--- src/rtl/mapper_gen.sv ---
// mapper_gen: translates 16-bit CPU addresses to PHYS_AW-bit physical addresses using MAP offsets/enables.
// Define MAPPER_NMI_MASK_EN to gate NMI through the same MAP..EOM window as IRQ.
module mapper_gen #(
    parameter int         NUM_OFFSETS = 2,
    parameter int         PHYS_AW     = 20,
    parameter logic [7:0] MAP_OPCODE  = 8'h5C,
    parameter logic [7:0] EOM_OPCODE  = 8'hEA,
    localparam int NUM_BYTES   = 2 * NUM_OFFSETS,
    localparam int SEL_W       = ($clog2(NUM_BYTES) > 1) ? $clog2(NUM_BYTES) : 1,
    localparam int NUM_REGIONS = 4 * NUM_OFFSETS,
    localparam int RW          = $clog2(NUM_REGIONS),
    localparam int GW          = $clog2(NUM_OFFSETS)
) (
    input  logic               clk,
    input  logic               reset,
    input  logic               ready,
    input  logic               sync,
    input  logic [7:0]         data_i,
    input  logic [7:0]         data_o,
    input  logic               ext_irq,
    input  logic               ext_nmi,
    output logic               cpu_irq,
    output logic               cpu_nmi,
    input  logic               map_enable_ext,
    input  logic [SEL_W-1:0]   map_reg_sel,
    output logic [7:0]         map_reg,
    input  logic [7:0]         map_reg_hyper,
    input  logic               load_map_hyper,
    input  logic [15:0]        core_address_next,
    output logic [PHYS_AW-1:0] address_next,
    output logic [PHYS_AW-1:0] address,
    output logic               map_next,
    output logic               map,
    output logic               map_busy
);
    // Offsets hold physical address bits [PHYS_AW-1:8]; HW of them live in the odd byte.
    localparam int OW  = PHYS_AW - 8;
    localparam int HW  = PHYS_AW - 16;
    localparam int GSW = (GW > 0) ? GW : 1;

    typedef enum logic {S_IDLE, S_LOAD} state_t;

    state_t               state_q, state_d;
    logic [SEL_W-1:0]     idx_q, idx_d;
    logic                 seq_we;
    logic [OW-1:0]        offset_q [NUM_OFFSETS];
    logic [NUM_REGIONS-1:0] enable_q;
    logic                 int_enable;
    logic [NUM_BYTES-1:0] byte_we;
    logic [7:0]           byte_wd [NUM_BYTES];
    logic [7:0]           byte_rd [NUM_BYTES];
    logic                 map_start, eom_seen, disable_i;
    logic [RW-1:0]        region;
    logic [GSW-1:0]       group;
    logic                 en;
    logic [OW-1:0]        sum;

    assign map_start = (data_i == MAP_OPCODE) && sync && ready;
    assign eom_seen  = (data_i == EOM_OPCODE) && sync && ready;
    assign disable_i = (state_q == S_LOAD) && (idx_q == '0);
    assign map_busy  = (state_q != S_IDLE);

    always_ff @(posedge clk or posedge reset) begin
        if (reset) begin
            state_q <= S_IDLE;
            idx_q   <= '0;
        end else begin
            state_q <= state_d;
            idx_q   <= idx_d;
        end
    end

    always_comb begin
        state_d = state_q;
        idx_d   = idx_q;
        seq_we  = 1'b0;
        case (state_q)
            S_IDLE: begin
                if (map_start) begin
                    state_d = S_LOAD;
                    idx_d   = '0;
                end
            end
            S_LOAD: begin
                // The current byte is reloaded every cycle; only ready advances.
                seq_we = 1'b1;
                if (ready) begin
                    if (idx_q == SEL_W'(NUM_BYTES - 1)) begin
                        state_d = S_IDLE;
                        idx_d   = '0;
                    end else begin
                        idx_d = idx_q + SEL_W'(1);
                    end
                end
            end
            default: state_d = S_IDLE;
        endcase
    end

    // Sequencer data overrides a hypervisor write aimed at the same byte.
    always_comb begin
        for (int k = 0; k < NUM_BYTES; k++) begin
            byte_we[k] = 1'b0;
            byte_wd[k] = map_reg_hyper;
            if (load_map_hyper && (int'(map_reg_sel) == k)) byte_we[k] = 1'b1;
            if (seq_we && (int'(idx_q) == k)) begin
                byte_we[k] = 1'b1;
                byte_wd[k] = data_o;
            end
        end
    end

    always_ff @(posedge clk or posedge reset) begin
        if (reset) begin
            for (int g = 0; g < NUM_OFFSETS; g++) offset_q[g] <= '0;
            enable_q <= '0;
        end else begin
            for (int g = 0; g < NUM_OFFSETS; g++) begin
                if (byte_we[2*g]) offset_q[g][7:0] <= byte_wd[2*g];
                if (byte_we[2*g+1]) begin
                    offset_q[g][OW-1:8] <= byte_wd[2*g+1][HW-1:0];
                    enable_q[4*g +: 4]  <= byte_wd[2*g+1][7:4];
                end
            end
        end
    end

    always_comb begin
        map_reg = 8'h00;
        for (int g = 0; g < NUM_OFFSETS; g++) begin
            byte_rd[2*g]   = offset_q[g][7:0];
            byte_rd[2*g+1] = {enable_q[4*g +: 4], 4'(offset_q[g][OW-1:8])};
        end
        for (int k = 0; k < NUM_BYTES; k++) begin
            if (int'(map_reg_sel) == k) map_reg = byte_rd[k];
        end
    end

    assign region = core_address_next[15 -: RW];
    generate
        if (GW > 0) begin : g_group
            assign group = core_address_next[15 -: GSW];
        end else begin : g_group_single
            assign group = '0;
        end
    endgenerate

    // Offset is added in 256-byte pages; the carry out of the top bit is dropped.
    assign en  = enable_q[region] & map_enable_ext;
    assign sum = (en ? offset_q[group] : '0) + OW'(core_address_next[15:8]);

    assign address_next = ready ? {sum, core_address_next[7:0]} : address;
    assign map_next     = ready ? en : map;

    always_ff @(posedge clk or posedge reset) begin
        if (reset) begin
            address <= '0;
            map     <= 1'b0;
        end else if (ready) begin
            address <= address_next;
            map     <= map_next;
        end
    end

    always_ff @(posedge clk or posedge reset) begin
        if (reset)          int_enable <= 1'b1;
        else if (disable_i) int_enable <= 1'b0;
        else if (eom_seen)  int_enable <= 1'b1;
    end

    assign cpu_irq = ext_irq & int_enable;
`ifdef MAPPER_NMI_MASK_EN
    assign cpu_nmi = ext_nmi & int_enable;
`else
    assign cpu_nmi = ext_nmi;
`endif

endmodule

--- config.mk ---
export PLATFORM = sky130hd
export DESIGN_NAME = mapper_gen
export DESIGN_NICKNAME = d
export VERILOG_FILES = /design/src/rtl/mapper_gen.sv
export SDC_FILE = /design/constraint.sdc
export NUM_CORES = 1
export LEC_CHECK = 0
export ABC_CLOCK_PERIOD_IN_PS = 7500
export CAP_MARGIN = 20
export CORE_ASPECT_RATIO = 1.5
export CORE_MARGIN = 1
export CORE_UTILIZATION = 30
export DETAILED_ROUTE_END_ITERATION = 10
export GPL_TIMING_DRIVEN = 0
export HOLD_SLACK_MARGIN = 0.06
export PLACE_DENSITY = 0.6
export SLEW_MARGIN = 20
export SYNTH_ARGS = -nofsm -noshare
export SYNTH_HDL_FRONTEND = slang
export SYNTH_SLANG_ARGS = --single-unit
--- constraint.sdc ---
create_clock -name clk -period 7.5 [get_ports clk]
set_clock_uncertainty 0.05 [all_clocks]
set_input_delay 1.5 -clock clk [delete_from_list [all_inputs] [get_ports clk]]
set_output_delay 1.5 -clock clk [all_outputs]
set_load 0.02 [all_outputs]
# Word-level counts from Yosys, hierarchy flattened
# Cells that the tools add are included.
# W data, S select, Z words.
# op_classes
addsub,2
n_lt_le_gt_ge,2
n_eq_ne,11
muxes,35
bitwise,4
n_reduce_logical,18
# ops
op,n
$mux W8,8
$mux W12,4
$mux W20,1
$mux W1,16
$logic_and A1 B1 Y1,13
$add A12 B8 Y12,1
$eq A2 B2 Y1 const B,5
$eq A8 B7 Y1 const B,1
$eq A8 B8 Y1 const B,1
$logic_not A2 Y1,3
$mux W2,3
$eq A2 B1 Y1 const B,2
$lt A3 B4 Y1 const B,1
$ne A2 B2 Y1 const B,2
$pmux W2 S2,1
$bmux W1 S3,1
$add A2 B1 Y2 const B,1
$and A1 B1 Y1,2
$ge A2 B2 Y1 const B,1
$not A1 Y2,1
$pmux W1 S2,1
$reduce_and A2 Y1,1
$reduce_bool A2 Y1,1
$not A1 Y1,1
# totals
reg_bits,57
input_bits,50
out_inout_bits,53
elab_cells,83

# Depth between registers and ports, before layout
# logic_depth
ltp_word,7
ltp_mapped,12

# Worst setup path before layout
# OpenSTA, ideal clock, no wires.
# synth_timing
kind,input-to-output
startpoint,in core_address_next[14]
endpoint,out address_next[15]
arrival_ns,4.098
required_ns,5.950
slack_ns,1.852
stages,9
n_path_buf,0
cell_sequence,mux4_2 -> a22oi_4 -> or2_1 -> inv_1 -> ha_1 -> a211oi_1 -> o21ai_1 -> or4b_1 -> a41oi_1
# synth_via
elab_chain_len,6
# synth_rtl
item,line,rtl
from (decl),29,"input logic [15:0] core_address_next,"
$bmux W1 S3,149,assign en = enable_q[region] & map_enable_ext;
$mux W1 (implied by the code),149,
$and A1 B1 Y1,149,
$mux W12,150,assign sum = (en ? offset_q[group] : '0) + OW'(core_address_next[15:8]);
$add A12 B8 Y12 (*),150,
$mux W20 (*),152,"assign address_next = ready ? {sum, core_address_next[7:0]} : address;"
to (decl),30,"output logic [PHYS_AW-1:0] address_next,"
# Every way passes the cells marked *; elsewhere a longest branch is shown, timed or not. The select of a mux whose other input is x is not followed.

# Final worst setup path
# layout_timing
startpoint,in core_address_next[13]
endpoint,out address_next[15]
# Same word-level chain as after synthesis.

==> impl_metrics.toml <==
[final_layout]
largest_reg_flops = 24
ff_latch_area_um2 = 1430
diodes = 0
num-fill-cells = 1095
fin_nets = 516
fin_area_um2 = 5090
syn_to_final_growth_pct = 41.8
drive_gt1_share_pct = 15.1
multiInputGateArea_um2 = 2050

[clock_tree]
cts_made_buffers = 9
cts_max_level = 3
cts_setup_buffers = 0
cts_sinks = 57
clk_pin_slew_worst_paths_ns = 0.05
clk_path_buf_depth = 2
cts_tree = "built"
cts_resized = 0
clockRootBuffer = "clkbuf_16"
cts_hold_buf = 0
clk_latency_ns = 0.34

[hold_path]
hold_path_class = "flop to flop"
hold_depth = 2

[drt]
dr.pass1.iters = 4
routed_wl_um = 10300
wl_met2_um = 5590
drt-vias-per-instance = 5.01
met1_length_um = 4210
drcViolationCount = 0
drt-wirelength-per-cell_um = 17.0
num_vias = 3042
maxUsedRoutingLayer = "met4"
drt.antenna.violating_nets = 0
drtIter0Drc = 114
wl_met3_um = 349

[synth]
synth.top_cell.area_share_pct = 39.0
syn_nets = 403
synth-edff-count = 0
synth_area_leaders = "dfrtp_1 39%, mux2i_1 12%, mux2_2 8.5%, mux4_2 6.3%, ha_1 4.2%"
syn_area_per_cell_um2 = 10.6
ys_warn_count = 0
syn_inst = 340
synth_area_leader_cell = "dfrtp_1"
ys_async_sr_fraction_pct = 100
ys_seq_area_share_pct = 39.7
syn_area_um2 = 3590
synth_ff_type = "dfrtp_1"
synth_cell_type_count = 42
synth_seq_cells = 57

[pwr]
power_switching_mw = 0.403
vdd_drop_max_mv = 0.117
power_frac_seq_pct = 33.6
p_per_area_nw_per_um2 = 243
clkPwrFrac_pct = 31.2
switching_share_pct = 32.6
internal-power_mw = 0.833
fin_total_pwr_mw = 1.24
p_comb_share_pct = 35.2
power_leakage_nw = 2.34

[critical_path]
criticalPathCategory = "input port to output pin"
start_kind = "input port"
reg2reg_depth = 9
required_ns = 5.95
critPathCaptureType = "output pin"
crit_fanout = 10
crit_arrival_ns = 5.44

[die]
die_area_um2 = 12400
num_rows = 48
start_util_pct = 31.0
die_h_um = 136
ioPinCount = 103
die_x_um = 91.3
coreArea_um2 = 11600

[timing]
slew_viol_final = 0
setup_ws_ns = 0.510
max_freq_mhz = 143
finalHoldViolCount = 0
tns_ns = 0
setup_viol = 0
hold_slack_ns = 0.452
tightest_slew_ns = 0.734
post-route-period-util_pct = 93.2
period_needed_ns = 6.99
max-slew-margin-rel_pct = 50.8
rsz0062_at_grt = "no"

[grt]
grt_pass1_vias = 3036
grt_pass1_wl_um = 16000
grt_max_degree = 33
antenna_found_initial = 0
gr-total-overflow = 0
track_usage_pct = 17.3

[place]
routabilityCongestion = 0.819
pre_cts_ws_ns = 0.466
dpl_cell_area_um2 = 4810
dp_hpwl_um = 7880
port_buffers = 101

[run_status]
status = "complete, no violations"

[job]
drv_cap = 0
-- kinds of logic after synthesis --
kind of cell,count (synthesis),synth area share [%]
xor gates and xnor gates,7,1.71
muxes,80,26.7
adders and majority gates,13,4.74
and+or+nand+nor,80,9.96
AOI/OAI and AO/OA,78,14.0
DFF,57,39.7
buffers and inverters,25,3.13
-- path summary, 6_finish.rpt --
kind                       slack, ns                       to                    start
min in group asynchronous       1.44  byte_rd[26]$_DFFE_PP0P_                    reset
max in group asynchronous       5.40   int_enable$_DFFE_PP1P_                    reset
min reg2reg                     0.45  byte_rd[27]$_DFFE_PP0P_  byte_rd[27]$_DFFE_PP0P_
min                             0.45  byte_rd[27]$_DFFE_PP0P_  byte_rd[27]$_DFFE_PP0P_
max reg2reg                     4.31  address[15]$_DFFE_PP0P_  enable_q[3]$_DFFE_PP0P_
max                             0.51         address_next[15]    core_address_next[13]
-- power by group through the flow --
stage | logic (mW) | clock network (mW) | registers, mW
after CTS | 0.439 | 0.393 | 0.415
after floorplan | 0.235 | 0 | 0.432
after detailed placement | 0.435 | 0 | 0.420
final | 0.435 | 0.386 | 0.415
after global placement | 0.429 | 0 | 0.417
after global routing | 0.467 | 0.406 | 0.424
-- cells in the mapped netlist (4+ instances only) --
cell type   n
clkbuf_1    5
o21ai_0    19
mux2i_1    43
buf_2       9
mux2_2     27
a21oi_1    22
xnor2_1     6
nand3_1     5
ha_1       12
o211ai_1    4
dfrtp_1    56
nand2_1    30
nor3_1      4
nor2_1     28
o2bb2ai_1   6
inv_1       9
mux4_2     10
o21ai_1     5
-- layout by cell type (no fill, tap or decap), types with 3 or more instances in the layout --
master,netlist,routed
ha_1,12,12
o21ai_1,5,5
a21oi_1,22,22
clkbuf_1,5,5
clkinv_2,0,3
nor3_1,4,4
mux2_2,27,27
clkdlybuf4s50_1,0,101
o2bb2ai_1,6,6
nor2_1,28,28
dfrtp_1,56,56
buf_2,9,9
nand2_1,30,30
o31ai_1,3,3
inv_1,9,8
mux2i_1,43,43
nand3_1,5,5
xnor2_1,6,6
clkbuf_16,0,9
o21a_1,3,3
clkbuf_8,0,3
a21o_1,3,3
o21ai_0,19,19
mux4_2,10,10
o211ai_1,4,4
-- layer usage --
metal  vias up  GRT usage [%]
met2        76           31.4
met4         0           6.88
met5         -              0
li1       1477              -
met1      1475           19.6
met3        14           3.86
-- critical path: stages --
cell and delay, ns:
clkdlybuf4s50_1 0.60, mux4_2 0.56, a22oi_4 0.31, or2_1 0.22, inv_1 0.06, ha_1 0.28, a211oi_1 0.28, o21ai_1 0.22
or4b_1 0.53, a41oi_1 0.22, clkdlybuf4s50_1 0.64
-- through the flow --
step / instances / utilization (%)
finish: 607 / 44.0
global route: 607 / 44.0
CTS: 607 / 44.0
detailed placement: 592 / 41.5
global placement: 591 / 41.3
floorplan: 340 / -
-- area by class of cell --
cell class,instances,area share [%]
clock inverters,3,0.295
flip-flops and latches,57,28.0
plain buffers,16,1.55
repair buffers,102,20.2
clock buffers,12,5.23
well taps,150,3.68
inverters,9,0.712
multi-input cells,258,40.3
No activity file was read; power rests on OpenSTA's default activity.
